===== src/rtl/integral_cache_arbiter_if.sv =====
// rtl/integral_cache_arbiter_if.sv - writer, loader and RAM signal bundle for the integral cache arbiter
interface integral_cache_arbiter_if #(
  parameter int WORD_SIZE   = 25,
  parameter int WORDS       = 4,
  parameter int BLOCK_WIDTH = 7,
  parameter int COL_WIDTH   = 8,
  parameter int ADDR_WIDTH  = 15
);
  localparam int DW = WORDS * WORD_SIZE;

  logic                   frame_start;
  logic                   wr_valid;
  logic                   wr_ready;
  logic [DW-1:0]          wr_data;
  logic                   rd_req;
  logic [COL_WIDTH-1:0]   rd_row;
  logic [BLOCK_WIDTH-1:0] rd_block;
  logic                   rd_grant;
  logic                   rd_err;
  logic                   rd_data_valid;
  logic [DW-1:0]          rd_data;
  logic [ADDR_WIDTH-1:0]  mem_addr;
  logic                   mem_we;
  logic [DW-1:0]          mem_wdata;
  logic [DW-1:0]          mem_rdata;
  logic [COL_WIDTH:0]     rows_done;
  logic                   frame_done;

  modport slave (
    input  frame_start, wr_valid, wr_data, rd_req, rd_row, rd_block, mem_rdata,
    output wr_ready, rd_grant, rd_err, rd_data_valid, rd_data,
           mem_addr, mem_we, mem_wdata, rows_done, frame_done
  );

  modport master (
    output frame_start, wr_valid, wr_data, rd_req, rd_row, rd_block, mem_rdata,
    input  wr_ready, rd_grant, rd_err, rd_data_valid, rd_data,
           mem_addr, mem_we, mem_wdata, rows_done, frame_done
  );
endinterface


===== src/rtl/integral_cache_arbiter.sv =====
// rtl/integral_cache_arbiter.sv - single-port scheduler between integral writer and window loader reads
module integral_cache_arbiter #(
  parameter int WORD_SIZE    = 25,
  parameter int WORDS        = 4,
  parameter int BLOCKS       = 81,
  parameter int BLOCK_WIDTH  = 7,
  parameter int ROWS         = 241,
  parameter int COL_WIDTH    = 8,
  parameter int ADDR_WIDTH   = 15,
  parameter int STARVE_LIMIT = 4
) (
  input logic                    clk,
  input logic                    rst,
  integral_cache_arbiter_if.slave bus
);
  localparam int DW = WORDS * WORD_SIZE;
  localparam int SW = $clog2(STARVE_LIMIT + 1);

  typedef enum logic [1:0] {IDLE, FILL, DONE} state_t;

  state_t                 state_q, state_d;
  logic [BLOCK_WIDTH-1:0] wr_block_q, wr_block_d;
  logic [ADDR_WIDTH-1:0]  wr_base_q, wr_base_d;
  logic [COL_WIDTH:0]     rows_done_q, rows_done_d;
  logic [SW-1:0]          starve_q, starve_d;
  logic                   rd_data_valid_q, rd_data_valid_d;

  logic                   rd_in_range;
  logic                   rd_row_written;
  logic                   read_ok;
  logic                   forced;
  logic                   grant;
  logic                   accept;
  logic [ADDR_WIDTH-1:0]  rd_addr;
  logic [ADDR_WIDTH-1:0]  wr_addr;
  logic [ADDR_WIDTH-1:0]  mem_addr_c;
  logic [DW-1:0]          mem_wdata_c;

  assign rd_in_range    = (int'(bus.rd_row) < ROWS) && (int'(bus.rd_block) < BLOCKS);
  assign rd_row_written = {1'b0, bus.rd_row} < rows_done_q;
  assign rd_addr        = ADDR_WIDTH'(bus.rd_row) * ADDR_WIDTH'(BLOCKS) + ADDR_WIDTH'(bus.rd_block);
  // Write address is base + block; base steps by BLOCKS on each row wrap.
  assign wr_addr        = wr_base_q + ADDR_WIDTH'(wr_block_q);

  assign read_ok = bus.rd_req && rd_in_range &&
                   ((state_q == DONE) || ((state_q == FILL) && rd_row_written));
  // Starvation only matters while the writer can actually be served.
  assign forced  = (state_q == FILL) && bus.wr_valid && (starve_q >= SW'(STARVE_LIMIT));

  always_comb begin
    state_d         = state_q;
    wr_block_d      = wr_block_q;
    wr_base_d       = wr_base_q;
    rows_done_d     = rows_done_q;
    starve_d        = starve_q;
    grant           = 1'b0;
    accept          = 1'b0;
    mem_addr_c      = '0;
    mem_wdata_c     = '0;

    if (bus.frame_start) begin
      state_d     = FILL;
      wr_block_d  = '0;
      wr_base_d   = '0;
      rows_done_d = '0;
      starve_d    = '0;
    end else begin
      if (read_ok && !forced) begin
        grant      = 1'b1;
        mem_addr_c = rd_addr;
      end else if ((state_q == FILL) && bus.wr_valid) begin
        accept      = 1'b1;
        mem_addr_c  = wr_addr;
        mem_wdata_c = bus.wr_data;
      end

      if ((state_q == FILL) && bus.wr_valid && !accept) begin
        if (starve_q < SW'(STARVE_LIMIT)) begin
          starve_d = starve_q + 1'b1;
        end
      end else begin
        starve_d = '0;
      end

      if (accept) begin
        if (int'(wr_block_q) == BLOCKS - 1) begin
          wr_block_d  = '0;
          wr_base_d   = wr_base_q + ADDR_WIDTH'(BLOCKS);
          rows_done_d = rows_done_q + 1'b1;
          if (int'(rows_done_q) == ROWS - 1) begin
            state_d = DONE;
          end
        end else begin
          wr_block_d = wr_block_q + 1'b1;
        end
      end
    end

    rd_data_valid_d = grant;
  end

  always_ff @(posedge clk or posedge rst) begin
    if (rst) begin
      state_q         <= IDLE;
      wr_block_q      <= '0;
      wr_base_q       <= '0;
      rows_done_q     <= '0;
      starve_q        <= '0;
      rd_data_valid_q <= 1'b0;
    end else begin
      state_q         <= state_d;
      wr_block_q      <= wr_block_d;
      wr_base_q       <= wr_base_d;
      rows_done_q     <= rows_done_d;
      starve_q        <= starve_d;
      rd_data_valid_q <= rd_data_valid_d;
    end
  end

  assign bus.wr_ready      = accept;
  assign bus.rd_grant      = grant;
  assign bus.rd_err        = bus.rd_req && !rd_in_range;
  assign bus.rd_data_valid = rd_data_valid_q;
  assign bus.rd_data       = bus.mem_rdata;
  assign bus.mem_addr      = mem_addr_c;
  assign bus.mem_we        = accept;
  assign bus.mem_wdata     = mem_wdata_c;
  assign bus.rows_done     = rows_done_q;
  assign bus.frame_done    = (state_q == DONE);
endmodule


===== src/flat_wrapper.sv =====
// flat-port wrapper written by rule: the top's interface ports become plain ports
module integral_cache_arbiter_flat 
#(
  parameter int WORD_SIZE    = 25,
  parameter int WORDS        = 4,
  parameter int BLOCKS       = 81,
  parameter int BLOCK_WIDTH  = 7,
  parameter int ROWS         = 241,
  parameter int COL_WIDTH    = 8,
  parameter int ADDR_WIDTH   = 15,
  parameter int STARVE_LIMIT = 4
)
  (clk, rst, bus_frame_start, bus_wr_valid, bus_wr_data, bus_rd_req, bus_rd_row, bus_rd_block, bus_mem_rdata, bus_wr_ready, bus_rd_grant, bus_rd_err, bus_rd_data_valid, bus_rd_data, bus_mem_addr, bus_mem_we, bus_mem_wdata, bus_rows_done, bus_frame_done);
  integral_cache_arbiter_if #(.WORD_SIZE(WORD_SIZE), .WORDS(WORDS), .BLOCK_WIDTH(BLOCK_WIDTH), .COL_WIDTH(COL_WIDTH), .ADDR_WIDTH(ADDR_WIDTH)) bus_i ();
  input logic clk;
  input logic rst;
  input wire logic [$bits(bus_i.frame_start)-1:0] bus_frame_start;
  input wire logic [$bits(bus_i.wr_valid)-1:0] bus_wr_valid;
  input wire logic [$bits(bus_i.wr_data)-1:0] bus_wr_data;
  input wire logic [$bits(bus_i.rd_req)-1:0] bus_rd_req;
  input wire logic [$bits(bus_i.rd_row)-1:0] bus_rd_row;
  input wire logic [$bits(bus_i.rd_block)-1:0] bus_rd_block;
  input wire logic [$bits(bus_i.mem_rdata)-1:0] bus_mem_rdata;
  output wire logic [$bits(bus_i.wr_ready)-1:0] bus_wr_ready;
  output wire logic [$bits(bus_i.rd_grant)-1:0] bus_rd_grant;
  output wire logic [$bits(bus_i.rd_err)-1:0] bus_rd_err;
  output wire logic [$bits(bus_i.rd_data_valid)-1:0] bus_rd_data_valid;
  output wire logic [$bits(bus_i.rd_data)-1:0] bus_rd_data;
  output wire logic [$bits(bus_i.mem_addr)-1:0] bus_mem_addr;
  output wire logic [$bits(bus_i.mem_we)-1:0] bus_mem_we;
  output wire logic [$bits(bus_i.mem_wdata)-1:0] bus_mem_wdata;
  output wire logic [$bits(bus_i.rows_done)-1:0] bus_rows_done;
  output wire logic [$bits(bus_i.frame_done)-1:0] bus_frame_done;
  assign bus_i.frame_start = bus_frame_start;
  assign bus_i.wr_valid = bus_wr_valid;
  assign bus_i.wr_data = bus_wr_data;
  assign bus_i.rd_req = bus_rd_req;
  assign bus_i.rd_row = bus_rd_row;
  assign bus_i.rd_block = bus_rd_block;
  assign bus_i.mem_rdata = bus_mem_rdata;
  assign bus_wr_ready = bus_i.wr_ready;
  assign bus_rd_grant = bus_i.rd_grant;
  assign bus_rd_err = bus_i.rd_err;
  assign bus_rd_data_valid = bus_i.rd_data_valid;
  assign bus_rd_data = bus_i.rd_data;
  assign bus_mem_addr = bus_i.mem_addr;
  assign bus_mem_we = bus_i.mem_we;
  assign bus_mem_wdata = bus_i.mem_wdata;
  assign bus_rows_done = bus_i.rows_done;
  assign bus_frame_done = bus_i.frame_done;
  integral_cache_arbiter #(.WORD_SIZE(WORD_SIZE), .WORDS(WORDS), .BLOCKS(BLOCKS), .BLOCK_WIDTH(BLOCK_WIDTH), .ROWS(ROWS), .COL_WIDTH(COL_WIDTH), .ADDR_WIDTH(ADDR_WIDTH), .STARVE_LIMIT(STARVE_LIMIT)) u_core (.clk(clk), .rst(rst), .bus(bus_i));
endmodule

===== config.mk =====
export PLATFORM = sky130hd
export DESIGN_NAME = integral_cache_arbiter_flat
export DESIGN_NICKNAME = d
export VERILOG_FILES = /design/src/rtl/integral_cache_arbiter_if.sv /design/src/rtl/integral_cache_arbiter.sv /design/src/flat_wrapper.sv
export SDC_FILE = /design/constraint.sdc
export NUM_CORES = 1
export LEC_CHECK = 0
export CAP_MARGIN = 15
export CORE_AREA = 2 2 173 175
export DETAILED_ROUTE_END_ITERATION = 10
export DIE_AREA = 0 0 175 177
export PLACE_DENSITY_LB_ADDON = 0.3
export SYNTH_ARGS = -nofsm -noshare
export SYNTH_HDL_FRONTEND = slang
export SYNTH_SLANG_ARGS = --single-unit

===== constraint.sdc =====
create_clock -name clk -period 6.1 [get_ports clk]
set_input_delay 1.525 -clock clk [delete_from_list [all_inputs] [get_ports clk]]
set_output_delay 1.525 -clock clk [all_outputs]
set_load 0.05 [all_outputs]

Yosys cells after proc, flatten, opt, wreduce, memory -nomap -nowiden
Cells that the tools add are included.

Flip-flop bits (word level): 37. Input port bits: 220. Output and inout port bits: 230. Logic and storage cells: 69.

$add $sub $neg: 6. Multipliers: 1. $lt $le $gt $ge: 5. Equality and inequality tests: 5. Multiplexer cells: 28. Reduce and logical (&&, ||, !) cells: 18.

Operators by type and width (count): 2-to-1 mux 100 bit (3); 2-to-1 mux 15 bit (6); adder 15 x 7 -> 15 bit (2); 2-to-1 mux 9 bit (3); 2-to-1 mux 7 bit (3); adder 15 x 7 -> 15 bit (second input constant) (1); multiplier 8 x 7 -> 15 bit (second input constant) (1); adder 9 x 1 -> 9 bit (second input constant) (1); == test 9 bit (second input constant) (1); logical AND 1 bit (9); < comparator 8 x 9 -> 1 bit (1); 2-to-1 mux 3 bit (3); < comparator 8 bit (second input constant) (1); 2-to-1 mux 2 bit (4); adder 7 x 1 -> 7 bit (second input constant) (1); == test 7 bit (second input constant) (1); < comparator 7 bit (second input constant) (1); 2-to-1 mux 1 bit (6); nonzero test 2 bit (3); adder 3 x 1 -> 3 bit (second input constant) (1); greater-or-equal comparator 3 bit (second input constant) (1); logical NOT 1 bit (3); < comparator 3 bit (second input constant) (1); inequality test 3 bit (second input constant) (1); 5 further kinds (5).

Depth between registers and ports, before layout
Gate-level depths: netlist of run 1.

Depth in word-level cells: 11. Gate-level depth with buffers: 13. Gate-level depth less buffers: 13.

Least setup slack after synthesis of run 1
No wires, ideal clock.

Path kind: input -> output. Start point: input port bus_rd_row[1]. End point: output port bus_mem_addr[14]. Arrival time: 4.866 ns. Required time: 4.575 ns. Setup slack: -0.291 ns. Stages: 13. Path buffers: 0. Cell sequence: ha_1 -> ha_1 -> ha_1 -> inv_1 -> fa_1 -> inv_1 -> ha_1 -> o21a_1 -> o31a_1 -> o2111ai_1 -> a311oi_1 -> xor2_1 -> o22ai_1.

Word-level cells in the longest chain between the ends: 7. Elaborated cells between the ends (all ways): 12. Classes of those cells: add/sub (1); mul (1); order compare (2); mux (2); reduce/logical (6).

RTL lines: start, declared (line flat_wrapper.sv:21) `input wire logic [$bits(bus_i.rd_row)-1:0] bus_rd_row;`; parallel branches: the longest is 5 deep, another holds multiplier 8 x 7 -> 15 bit; 2-to-1 mux 15 bit (*) (line integral_cache_arbiter.sv:68) `if (read_ok && !forced) begin`; 2-to-1 mux 15 bit (*) (line integral_cache_arbiter.sv:61) `if (bus.frame_start) begin`; end, declared (line flat_wrapper.sv:29) `output wire logic [$bits(bus_i.mem_addr)-1:0] bus_mem_addr;`.

Mark *: on every way between the ends.

Worst setup path in the final report of run 1
Start point: input port bus_rd_block[4]. End point: output port bus_mem_addr[14].

Word-level cells in the longest chain between the ends: 7. Elaborated cells between the ends (all ways): 8. Classes of those cells: add/sub (1); order compare (1); mux (2); reduce/logical (4).

RTL lines: start, declared (line flat_wrapper.sv:22) `input wire logic [$bits(bus_i.rd_block)-1:0] bus_rd_block;`; < comparator 7 bit (line integral_cache_arbiter.sv:39) `assign rd_in_range = (int'(bus.rd_row) < ROWS) && (int'(bus.rd_block) < BLOCKS);`; logical AND 1 bit (line integral_cache_arbiter.sv:39); logical AND 1 bit (2 in series) (line integral_cache_arbiter.sv:45) `assign read_ok = bus.rd_req && rd_in_range &&`; logical AND 1 bit (line integral_cache_arbiter.sv:68); 2-to-1 mux 15 bit (*) (line integral_cache_arbiter.sv:68); 2-to-1 mux 15 bit (*) (line integral_cache_arbiter.sv:61).

Every way passes the cells marked *; elsewhere a longest branch is shown, timed or not.

==> results.txt, run 1 <==
The run finished with clean final reports. After synthesis, the cell types taking the most area are dfrtp_1, ha_1, buf_4. The power per cell area came out at 145.0 nW/um2. The floorplan has 63 rows. Dividing the final minimum period by the clock period gives 98.34%. dfrtp_1 takes more of the synthesized area than any other cell.

The number of global-route vias before repair was 5071; the average wire per standard cell was 19.16 um. The logs give 0 for the total congestion overflow and 0.4463 ns for the tightest hold margin. For the setup clock skew after layout, the log shows 0.006645 ns.

The tools report the level count of the clock H-tree as 2. The final hold violation count came out at 0. At the pin with the least slew margin, the transition time is 0.9866 ns. For the worst-skew pair, the clock arrives at the later sink with an insertion delay of 0.29 ns. Synthesis inferred 37 register bits.

After detailed routing, the total wire length is 23240 um. The number of library cell types mapped by synthesis was 55. The longest clock path from root to sink contains 2 buffers.

The cell area that synthesis handed to floorplanning was 5255 um2. Routability-driven placement finished with a final weighted congestion of 0.8139. The post-detailed-route via-to-cell ratio was 4.159; the number of filler cells placed in the layout was 3119. The global-route usage over all layers came out at 14.46%. The run gives 5 as the number of CTS-inserted buffers. Setup violations remaining at the end of the flow were counted as 0.

After the last flow step, the layout net total stands at 1116. The analysis attributes to cell leakage a power of 3.612 nW. By startpoint and endpoint, the worst setup path is classified as primary input to output pin. The placement-stage worst setup slack is -0.4097 ns.

For the finished layout, the period the worst path requires is 5.999 ns. The number of input and output port buffers inserted was 249. The worst setup path is captured at an output pin.

For the net switching component of the power, the log shows 0.4498 mW. The logs give 645 for the cell count after synthesis and 0 for the remaining design rule violation count. The core area is 29240 um2, and the proportion of synthesized flip-flops having asynchronous set or reset is 100.0%. The overall die height is 177 um. The internal power of the cells totals 0.7463 mW. For the data arrival time of the worst path, the log shows 4.47 ns. Cells with a size suffix above 1 make up 27.25% of the layout. Counting every sink on the clock net gives 37.

TritonCTS built the clock tree. The tree is rooted in a clkbuf_16. The share of synthesized area in the top cell type comes to 17.62%. The most numerous cell in the Yosys netlist is and2_1. The total half-perimeter wirelength after legalization and detailed placement came out at 19720 um. The number of detailed-routing iterations run before antenna repair is 4, and the effective utilization at floorplan is 17.97%.

For the maximum number of pins on one net before global-route repair, the log shows 63. The run gives 53.9% as the share of power burned in combinational logic. The initial DRC count was 172. The die covers 30980 um2. Clock-pin slew was measured on the worst setup and hold paths at 0.06 ns.

The total number of vias was 5045. Yosys mapped a number of flops with a built-in enable equal to 0. In this run the count of I/O pins placed on the die edge is 450. The growth of design area from synthesis to finish was 56.98%. The required time reported for the critical path endpoint is 4.58 ns. The tools report the share of total power in the clock network as 25.3%. In this run the worst hold path is classified as flop to flop. During synthesis, Yosys emitted a total of 0 warnings.

Average footprint of a synthesized cell: 8.147 um2. The run gives 0 as the number of slew-limit violations in the final report. When the netlist entered floorplanning its net count stood at 940. The peak clock frequency supported by timing was 166.7 MHz; the hold buffer count at cts was 0. The part of the power in registers was 20.8%. Measured along the x axis, the die boundary spans 175 um. The most frequently used flop master after synthesis was dfrtp_1.

IR analysis of the VDD net gives a maximum drop of 102.4 uV. Initial antenna violation count: 8. Net switching is 37.61% of the power.

Once detail routing completed, the nets flagged for antenna violations numbered 0. The highest net fanout along the worst path came out at 3. The tool flagged a number of max-cap violations equal to 0. The first global-routing pass estimated 33400 um of wire. Across all setup checks in the final design, the least slack found is 0.1014 ns.

The tools report the worst relative slew slack as 33.37%. The post-synthesis sequential area ratio is 17.62%. Counting instances in the post-synthesis netlist gives the leading cell types as and2_1, buf_4, ha_1. The worst setup path is launched from a primary input.
[critical path: stages]
cell,delay [ns]
dlygate4sd2_1,0.26
ha_1,0.28
ha_2,0.26
ha_1,0.30
ha_4,0.22
nor2b_2,0.15
o31a_1,0.27
o31a_1,0.33
o2111ai_2,0.21
a311oi_2,0.14
xor2_1,0.17
o22ai_2,0.18
buf_12,0.16
[logic make-up (layout without fill, tap and decap cells)]
| group | after synthesis | count (layout) | synth area share (%) |
|---|---|---|---|
| xor+xnor | 30 | 30 | 5.000 |
| buf+inv | 158 | 335 | 19.60 |
| fa+ha+maj | 75 | 75 | 18.71 |
| flops | 37 | 37 | 17.62 |
| other cells | 0 | 1 | 0 |
| simple gates | 247 | 247 | 26.14 |
| mux | 4 | 4 | 0.8571 |
| compound gates | 94 | 94 | 12.07 |
[final timing paths]
check                                                    startpoint                                 end  slack, ns  cells after the start
worst max-delay path                                bus_rd_block[4]                    bus_mem_addr[14]       0.10                     13
worst min-delay path                 u_core.starve_q[0]$_DFFE_PP0P_      u_core.starve_q[0]$_DFFE_PP0P_       0.45                      1
worst max register to register  u_core.bus.rows_done[2]$_DFFE_PP0P_    u_core.wr_base_q[12]$_DFFE_PP0P_       3.14                     10
worst min register to register       u_core.starve_q[0]$_DFFE_PP0P_      u_core.starve_q[0]$_DFFE_PP0P_       0.45                      1
max in group asynchronous                                       rst  u_core.bus.rd_data_valid$_DFF_PP0_       3.81                      2
min in group asynchronous                                       rst    u_core.wr_block_q[0]$_DFFE_PP0P_       1.76                      2
[cell usage in the layout, fill, tap and decap left out, drive strengths merged, types with 8 or more instances in the layout]
master | netlist | final
and2 | 103 | 103
inv | 34 | 34
buf | 110 | 166
nor3 | 14 | 14
clkbuf | 14 | 8
nor2 | 39 | 39
a21o | 9 | 9
nand2b | 11 | 11
nand3 | 16 | 16
clkdlybuf4s50 | 0 | 117
xnor2 | 24 | 24
o21ai | 19 | 19
nand2 | 25 | 25
ha | 69 | 69
a21oi | 22 | 22
dfrtp | 37 | 37
[state kept, by name, indices dropped and copies added, names as in the netlist]
register	count
u_core.wr_block_q	7
u_core.state_q	2
u_core.bus.rd_data_valid	1
u_core.bus.rows_done	9
u_core.wr_base_q	15
u_core.starve_q	3
[repair_timing]
action	CTS	global route
setup buffers	1	1
pin swaps	28	16
endpoints found under the setup margin	9	5
gates resized for setup	41	22
[cell type report]
cell class	instances	area (um2)	share of cell area (%)
diodes	1	2.502	0.03034
clock buffers	5	125.1	1.517
clock inverters	3	46.29	0.5612
inverters	34	127.6	1.547
multi-input cells	450	3553	43.08
flip-flops and latches	37	925.9	11.22
well taps	390	488.0	5.915
repair buffers	293	2980	36.13
[stage by stage]
step / TNS, ns / util, % / instances / cell area, um2 / total power, mW
CTS: 0 / 27.87 / 1211 / 8152 / 1.182
finish: 0 / 28.21 / 1213 / 8249 / 1.196
floorplan: 0 / - / 645 / 5296 / 0.7546
global route: -0.007238 / 28.20 / 1212 / 8247 / 1.266
global placement: -2.602 / 26.95 / 1202 / 7883 / 0.8553
detailed placement: -2.376 / 26.95 / 1202 / 7883 / 0.8520
[power groups by stage]
stage | Sequential [mW] | Clock, mW | Combinational [mW]
6_report | 0.249 | 0.303 | 0.644
5_1_grt | 0.249 | 0.319 | 0.699
4_1_cts | 0.249 | 0.310 | 0.624
3_5_place_dp | 0.253 | 0 | 0.599
3_3_place_gp | 0.253 | 0 | 0.602
2_1_floorplan | 0.253 | 0 | 0.501
[metal layers]
metal,vias up,global-route usage [%],routed length (um)
li1,2441,-,-
met1,2370,18.80,10110
met2,172,22.18,10340
met3,52,5.477,2016
met4,10,4.340,710
met5,-,0,64
Note: power is estimated with default switching activity, not from simulation.
==> run 2: changes to the inputs <==
==> constraint.sdc (replaced) <==
create_clock -name clk -period 6.1 [get_ports clk]
set_input_delay 1.22 -clock clk [delete_from_list [all_inputs] [get_ports clk]]
set_output_delay 1.22 -clock clk [all_outputs]
set_load 0.05 [all_outputs]
==> run 2 against run 1 <==
Net effect:
- design area is 6.2% higher
- global-route usage fell by 0.32 points
- routed wire length decreased by 2.7%
- setup slack improved by 0.011 ns
- critical endpoint is now bus_mem_addr[12]
==> results.txt, run 2 (synthesized netlist as in run 1, its figures left out) <==
The run finished with clean final reports. Setup clock skew after layout: 0.007566 ns (+0.0009204 ns). Source of the worst register-to-register timing path: u_core.bus.rows_done[2]$_DFFE_PP0P_.

By startpoint and endpoint, the worst setup path is classified as primary input to output pin. The instance count along the most critical hold path was 1 (unchanged). The count of cells along the worst register-to-register path works out to 10 (unchanged). The maximum buffer depth of the clock tree came out at 2 (unchanged). The post-detailed-route via-to-cell ratio is 4.166 (+0.16%). The endpoint of the most critical register-to-register path is u_core.wr_base_q[12]$_DFFE_PP0P_. The logs give 37 (unchanged) for the clock sink count and 317 (+84%) for the initial DRC count. The logs give 1.124 mW (-6.1%) for the total power after layout and 44.85% (+11 points) for the worst relative slew slack. The antenna diode instance count is 0 (-1).

Compared with the post-synthesis result, the final layout area differs by 66.69%. The run gives 0 (unchanged) as the setup violation total in the final timing report. The net switching component of the power came out at 0.4246 mW (-5.6%). The kind of start point of the critical path was a primary input. Combined flip-flop and latch cell area: 925.9 um2 (unchanged). For the post-detailed-route count of antenna-violating nets, the log shows 0 (unchanged). Setup repair after global routing left no endpoint under its margin. The run gives 29240 um2 (unchanged) as the core area. Share of total power in the clock network: 22.1% (-3.2 points).

For the share of power burned in combinational logic, the log shows 55.8% (+1.9 points). Layout cell share with drive strength beyond 1: 19.42% (-7.8 points). The number of global-route vias before repair is 4825 (-4.9%). The logs give 22610 um (-2.7%) for the total detailed-routing wirelength and 0 ns (unchanged) for the total negative slack. The number of detailed-routing iterations run before antenna repair was 4 (unchanged).

The tools report the level count of the clock H-tree as 2 (unchanged). Hold path startpoint: u_core.starve_q[0]$_DFFE_PP0P_. The cell-internal power is 0.6989 mW (-6.4%).

Reported max-cap violation count: 0 (unchanged). The logs give 4928 (-2.3%) for the total number of vias and 3025 (-3.0%) for the number of filler cells placed in the layout. The flip-flop count of the largest register, all copies and words added is 15 (unchanged), and the leakage power summed over all cells is 3.674 nW (+1.7%). Data arrival time of the worst path: 4.77 ns (+0.30 ns). The die width came out at 175 um (unchanged). The total half-perimeter wirelength after legalization and detailed placement came out at 19180 um (-2.7%). The run gives 29.95% (+1.7 points) as the share of the core filled with cells. The tree is rooted in a clkbuf_16. The global-route wire length before repair came out at 32520 um (-2.6%). The path with the worst hold slack has its endpoint at u_core.starve_q[0]$_DFFE_PP0P_. The initial antenna violation count was 2 (-6); the final cycle utilization of the critical path was 98.16% (-0.18 points).

The maximum resistive drop on vdd was 103.3 uV (+0.82%); the global placement routability congestion was 0.8166 (+0.33%). The remaining design rule violation count was 0 (unchanged); the switching fraction of total power was 37.79% (+0.19 points). TritonCTS built the clock tree. The final hold violation count was 0 (unchanged). The worst setup path is captured at an output pin.

The effective utilization at floorplan is 17.97% (unchanged), and the part of the power in registers is 22.1% (+1.3 points). The power per cell area came out at 128.3 nW/um2 (-12%). Leaving out fill and tap cells, the most frequent cell in the layout is clkdlybuf4s50_1.

The number of nets in the layout was 1087 (-2.6%); the total congestion overflow was 0 (unchanged). The register bank with the most flops was u_core.wr_base_q. The logs give 92 (+46%) for the maximum number of pins on one net before global-route repair and 167.0 MHz (+0.18%) for the peak clock frequency supported by timing. The top cell types in the final layout, fill and taps aside, are clkdlybuf4s50_1, buf_12, and2_1.

The worst hold path belongs to the class flop to flop. The logs give 450 (unchanged) for the total I/O pin count and 4.88 ns (+0.30 ns) for the required time reported for the critical path endpoint. Clock latency on the worst-skew pair: 0.28 ns (about the same). The clock-pin slew on the worst setup and hold paths was 0.06 ns (about the same); the highest net fanout along the worst path was 2 (-1).

Average wire per standard cell: 19.11 um (-0.24%). The time the worst path needs with I/O delays and setup is 5.988 ns (-0.01076 ns). The run gives 30980 um2 (unchanged) as the area enclosed by the die boundary. The area of the multi-input gates is 3318 um2 (-6.6%), and the transition time of the tightest slew-check pin is 0.8166 ns (-0.1700 ns). The number of CTS-inserted buffers is 5 (unchanged), and the internal reg-to-reg setup slack is 2.95 ns (-0.19 ns).

The tools report the global-route usage over all layers as 14.14% (-0.32 points). The tools report the number of slew-limit violations in the final report as 0 (unchanged). The number of core rows is 63 (unchanged), and the number of input and output port buffers inserted is 249 (unchanged). The overall die height was 177 um (unchanged).
-- run 2: what timing repair did --
action,4_1_cts,5_1_grt
gates resized for setup,0,3
setup buffers,0,0
endpoints found under the setup margin,0,2
hold buffers,0,0
-- run 2: how the worst max path moves through the flow --
stage                        startpoint          endpoint  slack, ns
after floorplan           bus_rd_row[1]  bus_mem_addr[14]       0.32
after global placement    bus_rd_row[6]  bus_mem_addr[14]       0.14
after detailed placement  bus_rd_row[1]  bus_mem_addr[14]       0.09
after CTS                 bus_rd_row[1]  bus_mem_addr[14]       0.08
after global routing      bus_rd_row[1]  bus_mem_addr[12]       0.01
final                     bus_rd_row[1]  bus_mem_addr[12]       0.11
-- run 2: critical path: stages --
cell and delay, ns:
clkdlybuf4s50_1 0.44, ha_1 0.30, ha_1 0.30, ha_1 0.27
inv_1 0.05, fa_1 0.54, inv_1 0.05, ha_1 0.31
o21a_1 0.19, o31a_1 0.12, o2111ai_1 0.29, nand2_1 0.12
xnor2_1 0.14, o22ai_1 0.25, buf_12 0.18
-- run 2: power groups by stage --
stage	Combinational, mW	Clock (mW)	Sequential [mW]
floorplan	0.496	0	0.253
global placement	0.624	0	0.253
detailed placement	0.628	0	0.253
CTS	0.633	0.252	0.249
global route	0.671	0.264	0.249
finish	0.627	0.248	0.249
-- run 2: area by class of cell --
class                           count  area share, %
Clock buffer                        6          1.471
Clock inverter                      2         0.1143
Multi-Input combinational cell    450          37.88
Timing Repair Buffer              264          42.94
Sequential cell                    37          10.57
Inverter                           34          1.457
Tap cell                          390          5.571
-- run 2: routing by layer --
layer	track usage, %	part of all wire [%]	routed length (um)	vias to the layer above
met3	4.016	8.0	1802	39
li1	-	-	-	2380
met2	21.67	44	9910	207
met1	19.68	46	10430	2302
met4	3.021	2.0	462	0
met5	0	0	0	-
-- run 2: stage by stage --
step	hold slack [ns]	worst slack [ns]	cell area, um2	std cells
after floorplan	0.4192	0.3194	5255	645
after global placement	0.4389	0.1395	8602	1175
after detailed placement	0.4437	0.08627	8602	1175
after CTS	0.4516	0.07817	8741	1183
after global routing	0.4868	0.01095	8760	1183
final	0.4412	0.1122	8760	1183
==> run 3: changes to the inputs <==
CTS_CLUSTER_DIAMETER = 50   (was default)
SKIP_LAST_GASP = 1   (was default)
==> results of run 3 <==
No change in the layout: final DEF, timing and power equal those of run 2.
